**src/rtl/cb_cfg_loader_if.sv**
```systemverilog
// Configuration stream and committed-image bus between the tile configuration
// controller (master) and one connection-block loader (slave).
//   start    : master -> slave, one-cycle pulse that begins/restarts a load
//   in_data  : master -> slave, configuration word
//   in_valid : master -> slave, in_data is valid
//   in_ready : slave -> master, loader accepts a word this cycle
//   cfg      : slave -> master/fabric, committed configuration image
//   busy     : slave -> master, loader is not idle
//   done     : slave -> master, one-cycle pulse when a new cfg is visible
interface cb_cfg_loader_if #(
    parameter int unsigned CFG_SIZE   = 256,
    parameter int unsigned WORD_WIDTH = 32
);
    logic                  start;
    logic [WORD_WIDTH-1:0] in_data;
    logic                  in_valid;
    logic                  in_ready;
    logic [CFG_SIZE-1:0]   cfg;
    logic                  busy;
    logic                  done;

    modport master (
        output start, in_data, in_valid,
        input  in_ready, cfg, busy, done
    );

    modport slave (
        input  start, in_data, in_valid,
        output in_ready, cfg, busy, done
    );
endinterface

```
**src/rtl/cb_cfg_loader.sv**
```systemverilog
// Connection-block configuration loader. Assembles a word-serial image into a
// shadow register and commits it to cfg in a single cycle so the mux selects
// never observe a partially loaded image.
//   clk   : clock for all state
//   rst_n : asynchronous active-low reset (cfg returns to all-zero, safe selects)
//   bus   : cb_cfg_loader_if slave modport (start/in_data/in_valid/in_ready,
//           cfg/busy/done); all outputs are registered
module cb_cfg_loader #(
    parameter int unsigned CFG_SIZE   = 256,
    parameter int unsigned WORD_WIDTH = 32
) (
    input  logic             clk,
    input  logic             rst_n,
    cb_cfg_loader_if.slave   bus
);

    localparam int unsigned NWORDS   = (CFG_SIZE + WORD_WIDTH - 1) / WORD_WIDTH;
    localparam int unsigned CNT_W    = (NWORDS > 1) ? $clog2(NWORDS) : 1;
    localparam int unsigned SHADOW_W = NWORDS * WORD_WIDTH;
    localparam logic [SHADOW_W-1:0] WORD_MASK = SHADOW_W'({WORD_WIDTH{1'b1}});
    localparam logic [CNT_W-1:0]    LAST_CNT  = CNT_W'(NWORDS - 1);

    typedef enum logic [1:0] {
        S_IDLE   = 2'd0,
        S_LOAD   = 2'd1,
        S_COMMIT = 2'd2
    } state_e;

    state_e              state_q, state_d;
    logic [CNT_W-1:0]    cnt_q, cnt_d;
    logic [CFG_SIZE-1:0] shadow_q, shadow_d;
    logic [CFG_SIZE-1:0] cfg_q, cfg_d;
    logic                in_ready_q, in_ready_d;
    logic                busy_q, busy_d;
    logic                done_q, done_d;
    logic [31:0]         word_sh;

    // Bit offset of the word slot currently being filled.
    assign word_sh = WORD_WIDTH * 32'(cnt_q);

    // Next-state and output logic.
    always_comb begin
        state_d  = state_q;
        cnt_d    = cnt_q;
        shadow_d = shadow_q;
        cfg_d    = cfg_q;
        done_d   = 1'b0;

        case (state_q)
            S_IDLE: begin
                if (bus.start) begin
                    state_d  = S_LOAD;
                    cnt_d    = '0;
                    shadow_d = '0;
                end
            end
            S_LOAD: begin
                // start beats a simultaneous word; that word is dropped.
                if (bus.start) begin
                    cnt_d    = '0;
                    shadow_d = '0;
                end else if (bus.in_valid && in_ready_q) begin
                    // Slot is widened to the padded image then truncated, so
                    // last-word bits at or above CFG_SIZE fall away.
                    shadow_d = (shadow_q & ~CFG_SIZE'(WORD_MASK << word_sh))
                             | CFG_SIZE'(SHADOW_W'(bus.in_data) << word_sh);
                    cnt_d    = cnt_q + CNT_W'(1);
                    if (cnt_q == LAST_CNT) begin
                        state_d = S_COMMIT;
                    end
                end
            end
            S_COMMIT: begin
                cfg_d   = shadow_q;
                done_d  = 1'b1;
                state_d = S_IDLE;
            end
            default: begin
                state_d = S_IDLE;
            end
        endcase

        // Handshake/status flags are registered copies of the next state.
        in_ready_d = (state_d == S_LOAD);
        busy_d     = (state_d != S_IDLE);
    end

    // State register.
    always_ff @(posedge clk or negedge rst_n) begin
        if (!rst_n) begin
            state_q    <= S_IDLE;
            cnt_q      <= '0;
            shadow_q   <= '0;
            cfg_q      <= '0;
            in_ready_q <= 1'b0;
            busy_q     <= 1'b0;
            done_q     <= 1'b0;
        end else begin
            state_q    <= state_d;
            cnt_q      <= cnt_d;
            shadow_q   <= shadow_d;
            cfg_q      <= cfg_d;
            in_ready_q <= in_ready_d;
            busy_q     <= busy_d;
            done_q     <= done_d;
        end
    end

    assign bus.in_ready = in_ready_q;
    assign bus.cfg      = cfg_q;
    assign bus.busy     = busy_q;
    assign bus.done     = done_q;

endmodule

```
**src/flat_wrapper.sv**
```systemverilog
// flat-port wrapper written by rule: the top's interface ports become plain ports
module cb_cfg_loader_flat 
#(
    parameter int unsigned CFG_SIZE   = 256,
    parameter int unsigned WORD_WIDTH = 32
)
  (clk, rst_n, bus_start, bus_in_data, bus_in_valid, bus_in_ready, bus_cfg, bus_busy, bus_done);
  cb_cfg_loader_if #(.CFG_SIZE(CFG_SIZE), .WORD_WIDTH(WORD_WIDTH)) bus_i ();
  input  logic clk;
  input  logic rst_n;
  input wire logic [$bits(bus_i.start)-1:0] bus_start;
  input wire logic [$bits(bus_i.in_data)-1:0] bus_in_data;
  input wire logic [$bits(bus_i.in_valid)-1:0] bus_in_valid;
  output wire logic [$bits(bus_i.in_ready)-1:0] bus_in_ready;
  output wire logic [$bits(bus_i.cfg)-1:0] bus_cfg;
  output wire logic [$bits(bus_i.busy)-1:0] bus_busy;
  output wire logic [$bits(bus_i.done)-1:0] bus_done;
  assign bus_i.start = bus_start;
  assign bus_i.in_data = bus_in_data;
  assign bus_i.in_valid = bus_in_valid;
  assign bus_in_ready = bus_i.in_ready;
  assign bus_cfg = bus_i.cfg;
  assign bus_busy = bus_i.busy;
  assign bus_done = bus_i.done;
  cb_cfg_loader #(.CFG_SIZE(CFG_SIZE), .WORD_WIDTH(WORD_WIDTH)) u_core (.clk(clk), .rst_n(rst_n), .bus(bus_i));
endmodule
```
**config.mk**
```make
export PLATFORM = sky130hd
export DESIGN_NAME = cb_cfg_loader_flat
export DESIGN_NICKNAME = d
export VERILOG_FILES = /design/src/rtl/cb_cfg_loader_if.sv /design/src/rtl/cb_cfg_loader.sv /design/src/flat_wrapper.sv
export SDC_FILE = /design/constraint.sdc
export NUM_CORES = 1
export LEC_CHECK = 0
export BUFFER_PORTS_ARGS = -buffer_cell sky130_fd_sc_hd__buf_2
export CORE_MARGIN = 3
export CORE_UTILIZATION = 50
export CTS_CLUSTER_SIZE = 8
export DETAILED_ROUTE_END_ITERATION = 8
export GPL_ROUTABILITY_DRIVEN = 0
export PLACE_DENSITY = 0.79
export SYNTH_ARGS = -nofsm -noshare
export SYNTH_HDL_FRONTEND = slang
export SYNTH_SLANG_ARGS = --single-unit
```
**constraint.sdc**
```tcl
create_clock -name clk -period 1.6 [get_ports clk]
set_input_delay 0.08 -clock clk [delete_from_list [all_inputs] [get_ports clk]]
set_output_delay 0.08 -clock clk [all_outputs]
set_load 0.1 [all_outputs]
```
==> summary.md, run 1 <==
| Metric | Value |
|---|---|
| Switching Fraction | 0.2234 |
| Slew headroom | 0.3672 |
| GRT Residual Overflow | 0 |
| Synth top area share | 0.6759 |
| RSZ-0062 raised after global routing | true |
| Share of layout cells above drive strength 1 | 0.2797 |
| Clk network pwr share | 0.480 |
| Core Area | 0.03784 mm² |
| Worst skew pair latency | 580 ps |
| Crit-path cells | buf_6 -> or4b_4 -> buf_6 -> nor2_4 -> buf_12 -> clkbuf_16 -> a22o_1 |
| #FFs+latches synth | 520 |
| Final setup vio count | 272 |
| Synth Cell Area | 0.01925 mm² |
| Met3 usage | 0.05879 |
| Routed WL | 68900 µm |
| Met2 usage | 0.4602 |
| VDD IR max | 0.6938 mV |
| CP dominant cell by count | buf_6 |
| Chip height | 202.2 µm |
| Comb pwr share | 0.054 |
| Crit start category | flop |
| Dominant cell type by area after synthesis | dfrtp_1 |
| Max-cap violations | 0 |
| Die Wd | 202.2 µm |
| Crit path max-delay family | simple AND/OR/NAND/NOR gates |
| Largest net degree at the start of global routing | 83 |
| Minimum clock period | 1853 ps |
| Vias in the first global route | 15540 |
| WP data required | 2110 ps |
| Wirelength per Cell | 25.42 µm |
| Syn_area_per_cell | 11.10 µm² |
| Syn nets | 1777 |
| Iter 0 DRT Violations | 1700 |
| Cell variety after synth | 30 |
| Sequential share of the synthesized area | 0.6759 |
| Worst-margin pin slew | 946.0 ps |
| Slack of the critical path | -252.9 ps |
| Critical path class | flop to flop |
| Detailed Place HPWL | 34820 µm |
| Clock-pin slew on the worst setup and hold paths | 50 ps |
| Slew Limit Fails | 0 |
| Final Hold Vio Count | 0 |
| Tot GR Track Use | 0.2858 |
| Power, Total | 28730 µW |
| PortBufs | 294 |
| Part of the cycle the worst path needs | 1.158 |
| Crit path max fanout | 7 |
| Slowest cell delay on critical path | 520 ps |
| Commonest non-fill, non-tap cell in the layout | nand2_1 |
| Synthesis-to-layout area growth | 37.55% |
| Failing checks | negative setup slack |
| Clock sink total | 520 |
| Layout Utilization | 0.6998 |
| Int Power | 22310 µW |
| Ports | 295 |
| Setup_tns | -39260 ps |
| Critical path endpoint category | flop |
| Cell Pwr Density | 1085 mW/mm² |
| Syn Inst Count | 1735 |
| TritonCTS clock tree | built |
| Initial antenna violation count | 0 |
| Detailed Routing Iterations Pass 1 | 6 |
| Met1 Use GR | 0.3914 |
| Slowest CP cell | or4b_4 |
| Data arrival time of the worst path | 2360 ps |
| CTS root buffer | clkbuf_16 |
| Commonest non-fill, non-tap cells in the layout | nand2_1 (756), dfrtp_1 (518), buf_2 (292) |
| Worst path bufs/invs | 4 |
| DRC viols | 0 |
| Synth warn | 0 |
| Routed via count | 16240 |
| Starting Density | 0.5087 |
| Fmax achieved | 0.5397 GHz |
| Die area | 0.04090 mm² |
| Number of H-tree levels | 3 |
| First-pass GRT wire length | 90580 µm |
| Worst hold path type | input port to flop |
| ANT nets after route | 0 |
| P_sw | 6418 µW |
| Clock buffer depth | 3 |
| GR peak layer | met2 |
| Pleak | 0.01469 µW |
| # nets final | 2237 |
| Cell Rows | 71 |
| Vias per std cell | 5.992 |
| Flop pwr share | 0.467 |
| Setup skew after layout | 14.78 ps |
| N_diodes | 0 |
| Status | finished with violations |
| Total CTS buffers | 74 |
| Fill cells | 2524 |
| Largest cells by area after synthesis | dfrtp_1 (68%), nand2_1 (15%), a22o_1 (12%) |
[per-stage QoR]
| step | hold slack (ps) | area [µm²] | std cells | setup slack [ps] |
|---|---|---|---|---|
| after floorplan | -215.6 | 19440 | 1735 | -29.50 |
| after global placement | 4.699 | 22040 | 2488 | -261.7 |
| after detailed placement | 10.88 | 22040 | 2488 | -396.2 |
| after CTS | -63.72 | 25000 | 2642 | -167.0 |
| after global routing | 84.03 | 26480 | 2710 | -273.6 |
| final | 55.79 | 26480 | 2710 | -252.9 |
[synth_stat cells]
| cell | n |
|---|---|
| ha_1 | 6 |
| or4b_4 | 2 |
| a31oi_2 | 6 |
| inv_1 | 5 |
| a21oi_1 | 1 |
| nor2_2 | 3 |
| and4b_1 | 1 |
| nand2_1 | 768 |
| a21o_1 | 3 |
| nand4bb_1 | 1 |
| nand3_2 | 1 |
| and2b_1 | 1 |
| inv_2 | 1 |
| nor3_4 | 3 |
| or4_4 | 1 |
| nor2_1 | 5 |
| nand3_1 | 1 |
| buf_4 | 2 |
| buf_2 | 56 |
| buf_1 | 37 |
| clkbuf_1 | 36 |
| a22o_1 | 258 |
| nand4_1 | 3 |
| mux2_2 | 1 |
| dfrtp_1 | 520 |
| and3_1 | 1 |
| nand2b_1 | 1 |
| nor3_1 | 1 |
| buf_6 | 9 |
| nor3_2 | 1 |
[worst min-delay path, cell delays in order]
cell and delay, ps:
buf_2 110, buf_4 150, nand3_1 70, a21oi_1 80
nor2_1 90
[power groups by stage]
| stage | Combinational (µW) | Clock [µW] | Sequential, µW |
|---|---|---|---|
| CTS | 1390 | 13800 | 13400 |
| global route | 1620 | 14500 | 13400 |
| floorplan | 481 | 0 | 13600 |
| global placement | 1100 | 0 | 13600 |
| finish | 1540 | 13800 | 13400 |
| detailed placement | 1130 | 0 | 13600 |
[flip-flops by register name (all words and copies together), names as in the netlist]
name,count
u_core.state_q,2
u_core.shadow_q,256
u_core.cnt_q,3
u_core.bus.in_ready,1
u_core.bus.cfg,256
u_core.bus.busy,1
u_core.bus.done,1
[routing by layer]
metal,share of wire,vias to the layer above
met5,0,-
met4,0.036,0
met3,0.10,198
met2,0.48,1177
met1,0.38,8210
li1,-,6653
[worst paths after layout]
check,from,to,slack [ps],cells after the start
worst max-delay path,u_core.cnt_q[1]$_DFFE_PN0P_,u_core.shadow_q[172]$_DFFE_PN0P_,-250,7
worst max register to register,u_core.cnt_q[1]$_DFFE_PN0P_,u_core.shadow_q[172]$_DFFE_PN0P_,-250,7
min in group asynchronous,rst_n,u_core.bus.cfg[65]$_DFFE_PN0P_,180,3
worst min-delay path,bus_in_valid,u_core.bus.in_ready$_DFF_PN0_,60,5
worst min register to register,u_core.bus.cfg[116]$_DFFE_PN0P_,u_core.bus.cfg[116]$_DFFE_PN0P_,470,2
max in group asynchronous,rst_n,u_core.bus.cfg[120]$_DFFE_PN0P_,60,3
[timing repair]
item | CTS | global route
endpoints found under the hold margin | 778 | 26
setup buffers | 29 | 20
pin swaps | 20 | 99
hold buffers | 35 | 2
endpoints found under the setup margin | 257 | 463
cloned | 11 | 50
gates resized for setup | 46 | 56
[final cells by class]
cell class | instances | area, µm² | area share
Sequential cell | 520 | 13020 | 0.4916
Timing Repair Buffer | 517 | 4980 | 0.1880
Tap cell | 511 | 639.4 | 0.02414
Clock inverter | 2 | 17.52 | 0.0006615
Inverter | 6 | 43.79 | 0.001654
Multi-Input combinational cell | 1071 | 5809 | 0.2194
Timing Repair inverter | 5 | 43.79 | 0.001654
Clock buffer | 78 | 1931 | 0.07290
[logic make-up (layout without fill, tap and decap cells)]
kind of cell	count (synthesis)	count (layout)	synth area share
adder cells (fa/ha/maj)	6	6	0.003899
multiplexers	1	1	0.0005849
AO/OA/AOI/OAI	268	270	0.1227
buffers and inverters	146	608	0.03600
flip-flops	520	520	0.6759
AND/OR/NAND/NOR	794	794	0.1609
Power figures use the tool's default switching activity.
==> run 2: changes to the inputs <==
--- a/config.mk
+++ b/config.mk
@@ -6,12 +6,15 @@
 export NUM_CORES = 1
 export LEC_CHECK = 0
 export BUFFER_PORTS_ARGS = -buffer_cell sky130_fd_sc_hd__buf_2
+export CELL_PAD_IN_SITES_DETAIL_PLACEMENT = 0
+export CELL_PAD_IN_SITES_GLOBAL_PLACEMENT = 1
+export CORE_ASPECT_RATIO = 1.25
 export CORE_MARGIN = 3
-export CORE_UTILIZATION = 50
+export CORE_UTILIZATION = 40
 export CTS_CLUSTER_SIZE = 8
 export DETAILED_ROUTE_END_ITERATION = 8
 export GPL_ROUTABILITY_DRIVEN = 0
-export PLACE_DENSITY = 0.79
+export PLACE_DENSITY = 0.8
 export SYNTH_ARGS = -nofsm -noshare
 export SYNTH_HDL_FRONTEND = slang
 export SYNTH_SLANG_ARGS = --single-unit
==> run 2 against run 1 <==
  * The run ends with negative hold slack, negative setup slack left
  * Fmax up 6.2%
  * Final cell count up 1.1%
  * Critical path depth down 1
  * Via count down 12%
  * Global-route usage down 5.6 points
  * Hold slack worse by 95 ps
  * Sequential share of layout area up 3.2 points
  * Final area down 6.1%
  * Die area up 24%
==> summary.md, run 2 (synthesized netlist as in run 1, its figures left out) <==
| Metric | Value |
|---|---|
| Hold buffer count at CTS | 34 (-2.9%) |
| Failing checks | negative hold slack, negative setup slack |
| CP dominant cell by count | buf_6 |
| Commonest non-fill, non-tap cell in the layout | nand2_1 |
| Critical path depth | 6 (-1) |
| Final Hold Vio Count | 8 (+8) |
| Clock sink total | 520 (unchanged) |
| Final setup vio count | 240 (-12%) |
| Tot GR Track Use | 0.2294 (-0.05638) |
| GRT Residual Overflow | 0 (unchanged) |
| Max-cap violations | 0 (unchanged) |
| Critical path class | flop to flop |
| Fmax achieved | 0.5733 GHz (+6.2%) |
| Slack of the critical path | -144.4 ps (+108.5 ps) |
| Worst-margin pin slew | 551.0 ps (-395.0 ps) |
| Minimum clock period | 1744 ps (-108.5 ps) |
| RSZ-0062 raised after global routing | true |
| Multi-input gate area | 0.005674 mm² (-2.3%) |
| Beginning of the critical path | u_core.cnt_q[1]$_DFFE_PN0P_ |
| Crit start category | flop |
| Worst r2r path cells | 6 (-1) |
| Detailed Place HPWL | 37120 µm (+6.6%) |
| Synthesis-to-layout area growth | 29.15% |
| Commonest non-fill, non-tap cells in the layout | nand2_1 (768), dfrtp_1 (516), buf_2 (293) |
| Setup crit end | u_core.shadow_q[2]$_DFFE_PN0P_ |
| Initial antenna violation count | 0 (unchanged) |
| Power, Total | 28600 µW (-0.44%) |
| Register area | 0.01302 mm² (about the same) |
| Status | finished with violations |
| Slowest cell delay on critical path | 450 ps (-70 ps) |
| DRC viols | 0 (unchanged) |
| Total CTS buffers | 75 (+1.4%) |
| Worst hold path type | input port to flop |
| Iter 0 DRT Violations | 938 (-45%) |
| Routed via count | 14260 (-12%) |
| # nets final | 2138 (-4.4%) |
| PortBufs | 294 (unchanged) |
| Wirelength per Cell | 21.20 µm (-17%) |
| R2R Setup Slk | -140 ps (+110 ps) |
| Clock-pin slew on the worst setup and hold paths | 50 ps (about the same) |
| Reg2reg start | u_core.cnt_q[1]$_DFFE_PN0P_ |
| Cell Pwr Density | 1150 mW/mm² (+6.0%) |
| WP data required | 2110 ps (about the same) |
| Slowest CP cell | or4_4 |
| ANT nets after route | 0 (unchanged) |
| Number of H-tree levels | 3 (unchanged) |
| Cell Rows | 89 (+25%) |
| Core Area | 0.04744 mm² (+25%) |
| Crit path max fanout | 5 (-2) |
| Worst skew pair latency | 590 ps (about the same) |
| Part of the cycle the worst path needs | 1.090 (-0.06783) |
| Critical path endpoint category | flop |
| Place WS | -223.6 ps (+172.7 ps) |
| Routed WL | 58090 µm (-16%) |
| Vias in the first global route | 14820 (-4.6%) |
| R2r endpoint | u_core.shadow_q[2]$_DFFE_PN0P_ |
| Chip height | 251.3 µm (+24%) |
| Pleak | 0.01382 µW (-5.9%) |
| Largest net degree at the start of global routing | 79 (-4.8%) |
| CTS root buffer | clkbuf_16 |
| First-pass GRT wire length | 89870 µm (-0.78%) |
| Share of layout cells above drive strength 1 | 0.2401 (-0.03954) |
| Slew headroom | 0.6352 (+0.2679) |
| Data arrival time of the worst path | 2260 ps (-100 ps) |
| Layout Utilization | 0.5242 (-0.1756) |
| Starting Density | 0.4058 (-0.1029) |
| Die area | 0.05082 mm² (+24%) |
| Fill cells | 4228 (+68%) |
| VDD IR max | 0.6600 mV (-4.9%) |
| N_diodes | 0 (unchanged) |
| TritonCTS clock tree | built |
| Ports | 295 (unchanged) |
| Worst path bufs/invs | 3 (-1) |
| Crit-path cells | buf_6 -> or4_4 -> nor3_4 -> buf_6 -> clkbuf_16 -> a22o_1 |
| Detailed Routing Iterations Pass 1 | 5 (-1) |
| Setup skew after layout | 28.01 ps (+13.22 ps) |
| Worst hold slack | -39.51 ps (-95.31 ps) |
| Crit path max-delay family | simple AND/OR/NAND/NOR gates |
| Slew Limit Fails | 0 (unchanged) |
| Setup_tns | -20840 ps (+18420 ps) |
| Clock buffer depth | 3 (unchanged) |
| Vias per std cell | 5.203 (-13%) |
| Die Wd | 202.2 µm (unchanged) |
run 2: cell count changes in the layout (fill, tap and decap cells not counted), sizes merged:
cell and change:
a31oi -2, buf -56, clkbuf -34, clkinv +2, clkinvlp -1, dlygate4sd3 -2, inv -3
run 2: cell type report:
type,instances,share of cell area
multi-input combinational,1069,0.2282
timing repair buffer,424,0.1338
tap,637,0.03205
clock buffer,79,0.07820
inverter,6,0.001308
sequential,520,0.5236
clock inverter,5,0.002818
run 2: layer usage:
layer | track usage | vias to the layer above | routed length, µm
met2 | 0.3824 | 528 | 28910
met1 | 0.2955 | 7190 | 23680
li1 | - | 6427 | -
met3 | 0.04352 | 110 | 3272
met4 | 0.09804 | 0 | 2229
met5 | 0 | - | 0
run 2: how the worst min path moves through the flow:
stage / from / to / slack (ps) / cells after the start
3_5_place_dp: rst_n / u_core.shadow_q[115]$_DFFE_PN0P_ / 40 / 1
6_report: bus_in_data[20] / u_core.shadow_q[180]$_DFFE_PN0P_ / -40 / 2
2_1_floorplan: rst_n / u_core.bus.busy$_DFF_PN0_ / -220 / 0
4_1_cts: bus_in_data[20] / u_core.shadow_q[180]$_DFFE_PN0P_ / -80 / 2
3_3_place_gp: rst_n / u_core.shadow_q[115]$_DFFE_PN0P_ / 40 / 1
5_1_grt: bus_in_data[20] / u_core.shadow_q[180]$_DFFE_PN0P_ / -70 / 2
run 2: timing repair:
action | CTS | global route
endpoints found under the setup margin | 257 | 311
gates resized for setup | 24 | 9
setup buffers | 9 | 2
gates cloned | 5 | 2
hold endpoints to repair | 760 | 8
pin swaps | 5 | 6
run 2: through the flow:
step           cells  hold slack, ps  cell area [µm²]
2_1_floorplan   1735          -215.6            19440
3_5_place_dp    2606           41.46            22170
6_report        2740          -39.51            24870
4_1_cts         2738          -80.69            24810
5_1_grt         2740          -68.96            24870
3_3_place_gp    2606           42.59            22170
run 2: report_power, final:
part | total [µW] | switching [µW] | internal [µW]
clock | 13900 | 5380 | 8510
sequential | 13400 | 85.1 | 13300
combinational | 1310 | 827 | 483
total | 28600 | 6290 | 22300
==> run 3: changes to the inputs <==
--- a/config.mk
+++ b/config.mk
@@ -14,7 +14,7 @@
 export CTS_CLUSTER_SIZE = 8
 export DETAILED_ROUTE_END_ITERATION = 8
 export GPL_ROUTABILITY_DRIVEN = 0
-export PLACE_DENSITY = 0.8
+export PLACE_DENSITY_LB_ADDON = 0.1
 export SYNTH_ARGS = -nofsm -noshare
 export SYNTH_HDL_FRONTEND = slang
 export SYNTH_SLANG_ARGS = --single-unit
==> run 3 against run 2 <==
  * The run ends with negative setup slack left
  * Non-clock buffer count fell by 2
  * Clock power barely moved
  * Die area did not move
  * Sequential share of layout area rose by 0.23 points
  * Via count fell by 0.90%
  * Register-to-register slack barely moved
  * Fmax rose by 0.51%
  * Critical endpoint is now u_core.shadow_q[49]$_DFFE_PN0P_
==> summary.md, run 3 (synthesized netlist as in run 1, its figures left out) <==
| Metric | Value |
|---|---|
| Status | finished with violations |
| Failing checks | negative setup slack |
| WP data required | 2100 ps (about the same) |
| Layout Utilization | 0.5219 (-0.002268) |
| Vias in the first global route | 14610 (-1.4%) |
| Share of layout cells above drive strength 1 | 0.2374 (-0.002764) |
| Chip height | 251.3 µm (unchanged) |
| Cell Pwr Density | 1153 mW/mm² (+0.22%) |
| Wire length on met2 | 28490 µm (-1.5%) |
| Commonest non-fill, non-tap cells in the layout | nand2_1 (768), dfrtp_1 (516), buf_2 (292) |
| Final setup vio count | 238 (-0.83%) |
| N_diodes | 0 (unchanged) |
| Cell Rows | 89 (unchanged) |
| P_sw | 6205 µW (-1.4%) |
| Final Hold Vio Count | 0 (-8) |
| Clk network pwr share | 0.487 (about the same) |
| Worst skew pair latency | 580 ps (about the same) |
| Metal3 WL | 2720 µm (-17%) |
| Worst hold path type | input port to async pin |
| Ports | 295 (unchanged) |
| Critical path class | flop to flop |
| Wirelength per Cell | 21.52 µm (+1.5%) |
| Routed via count | 14130 (-0.90%) |
| Detailed Place HPWL | 36940 µm (-0.46%) |
| Tot GR Track Use | 0.2302 (+0.0008461) |
| Int Power | 22330 µW (+0.12%) |
| Total CTS buffers | 74 (-1.3%) |
| GRT Residual Overflow | 0 (unchanged) |
| Data arrival time of the worst path | 2240 ps (-20 ps) |
| Placed Cells | 2600 (-0.23%) |
| Max-cap violations | 0 (unchanged) |
| Beginning of the critical path | u_core.state_q[1]$_DFF_PN0_ |
| Worst r2r path cells | 5 (-1) |
| Worst-margin pin slew | 560.3 ps (+9.302 ps) |
| Setup_tns | -16110 ps (+4724 ps) |
| CTS root buffer | clkbuf_16 |
| Starting Density | 0.4058 (unchanged) |
| DRC viols | 0 (unchanged) |
| Routed WL | 58860 µm (+1.3%) |
| Setup skew after layout | 15.98 ps (-12.02 ps) |
| Iter 0 DRT Violations | 892 (-4.9%) |
| Number of H-tree levels | 3 (unchanged) |
| Core Area | 0.04744 mm² (unchanged) |
| PortBufs | 294 (unchanged) |
| ANT nets after route | 0 (unchanged) |
| Fmax achieved | 0.5762 GHz (+0.51%) |
| Slack of the critical path | -135.5 ps (+8.930 ps) |
| Synthesis-to-layout area growth | 28.60% |
| Part of the cycle the worst path needs | 1.085 (-0.005581) |
| Switching Fraction | 0.2174 (-0.002594) |
| Met1 WL | 26500 µm (+12%) |
| Fin cells | 2735 (-0.18%) |
| Flop pwr share | 0.469 (about the same) |
| Crit path max fanout | 10 (+5) |
| Minimum clock period | 1735 ps (-8.930 ps) |
| Pleak | 0.01377 µW (-0.32%) |
| RSZ-0062 raised after global routing | true |
| Vias per std cell | 5.165 (-0.72%) |
| Reg2reg start | u_core.state_q[1]$_DFF_PN0_ |
| Clock-pin slew on the worst setup and hold paths | 50 ps (about the same) |
| TritonCTS clock tree | built |
| R2r endpoint | u_core.shadow_q[49]$_DFFE_PN0P_ |
| Slew Limit Fails | 0 (unchanged) |
| Comb pwr share | 0.044 (-0.002) |
| VDD IR max | 0.5976 mV (-9.4%) |
| Detailed Routing Iterations Pass 1 | 5 (unchanged) |
| Slowest CP cell | or4b_4 |
| Die Wd | 202.2 µm (unchanged) |
| # nets final | 2135 (-0.14%) |
| Crit start category | flop |
| First-pass GRT wire length | 90490 µm (+0.69%) |
| Slew headroom | 0.6290 (-0.006159) |
| Clock sink total | 520 (unchanged) |
| Fill cells | 4358 (+3.1%) |
| Critical path endpoint category | flop |
| Crit-path cells | or4b_4 -> nor3_4 -> buf_4 -> buf_12 -> a22o_1 |
| Initial antenna violation count | 0 (unchanged) |
| R2R Setup Slk | -140 ps (about the same) |
| Commonest non-fill, non-tap cell in the layout | nand2_1 |
| Die area | 0.05082 mm² (unchanged) |
| Max layer used | met4 |
| Largest net degree at the start of global routing | 87 (+10%) |
| Setup crit end | u_core.shadow_q[49]$_DFFE_PN0P_ |
| Clock buffer depth | 3 (unchanged) |
| Slowest cell delay on critical path | 570 ps (+120 ps) |
## run 3: metrics by stage
stage / hold WS (ps) / total power (µW) / setup slack (ps) / cell area [µm²]
final: 24.09 / 28540 / -135.5 / 24760
after global routing: 43.61 / 29520 / -197.0 / 24760
after CTS: -71.84 / 28870 / -118.7 / 24580
after detailed placement: 38.45 / 14760 / -153.1 / 22060
after global placement: 36.53 / 14740 / -133.8 / 22060
after floorplan: -215.6 / 14060 / -29.50 / 19440
## run 3: worst min-delay path by stage
stage	cells past startpoint	end	slack (ps)	from
floorplan	0	u_core.bus.busy$_DFF_PN0_	-220	rst_n
global placement	1	u_core.bus.cfg[39]$_DFFE_PN0P_	40	rst_n
detailed placement	1	u_core.bus.cfg[39]$_DFFE_PN0P_	40	rst_n
CTS	2	u_core.shadow_q[175]$_DFFE_PN0P_	-70	bus_in_data[15]
global route	2	u_core.bus.cfg[38]$_DFFE_PN0P_	40	rst_n
finish	2	u_core.bus.cfg[39]$_DFFE_PN0P_	20	rst_n
## run 3: worst max-delay path: cells and delay by family (launching register included)
kind	cells	cell delay, ps
AO/OA/AOI/OAI	1	150
AND/OR/NAND/NOR	2	710
flip-flops	1	440
buffers and inverters	2	350
## run 3: timing repair
item,4_1_cts,5_1_grt
cloned,4,3
endpoints found under the hold margin,780,8
buffers inserted,7,6
resized for setup,21,15
hold buffers,34,1
pin swaps,32,11
endpoints found under the setup margin,437,307
## run 3: power by group through the flow
stage	sequential [µW]	combinational [µW]	clock [µW]
after floorplan	13600	481	0
after global placement	13600	1140	0
after detailed placement	13600	1160	0
after CTS	13400	1250	14200
after global routing	13400	1360	14800
final	13400	1250	13900
## run 3: metal layers
layer / track usage / vias up
met1: 0.3282 / 7246
li1: - / 6416
met2: 0.3692 / 395
met4: 0.06873 / 0
met5: 0 / -
met3: 0.03484 / 69
## run 3: final cells by class
| cell class | instances | area (µm²) | share of cell area |
|---|---|---|---|
| sequential | 520 | 13020 | 0.5259 |
| clock buffer | 80 | 1981 | 0.08000 |
| clock inverter | 1 | 8.758 | 0.0003538 |
| multi-input combinational | 1069 | 5672 | 0.2291 |
| inverter | 6 | 41.29 | 0.001668 |
| tap | 637 | 797.0 | 0.03219 |
| timing repair buffer | 422 | 3238 | 0.1308 |
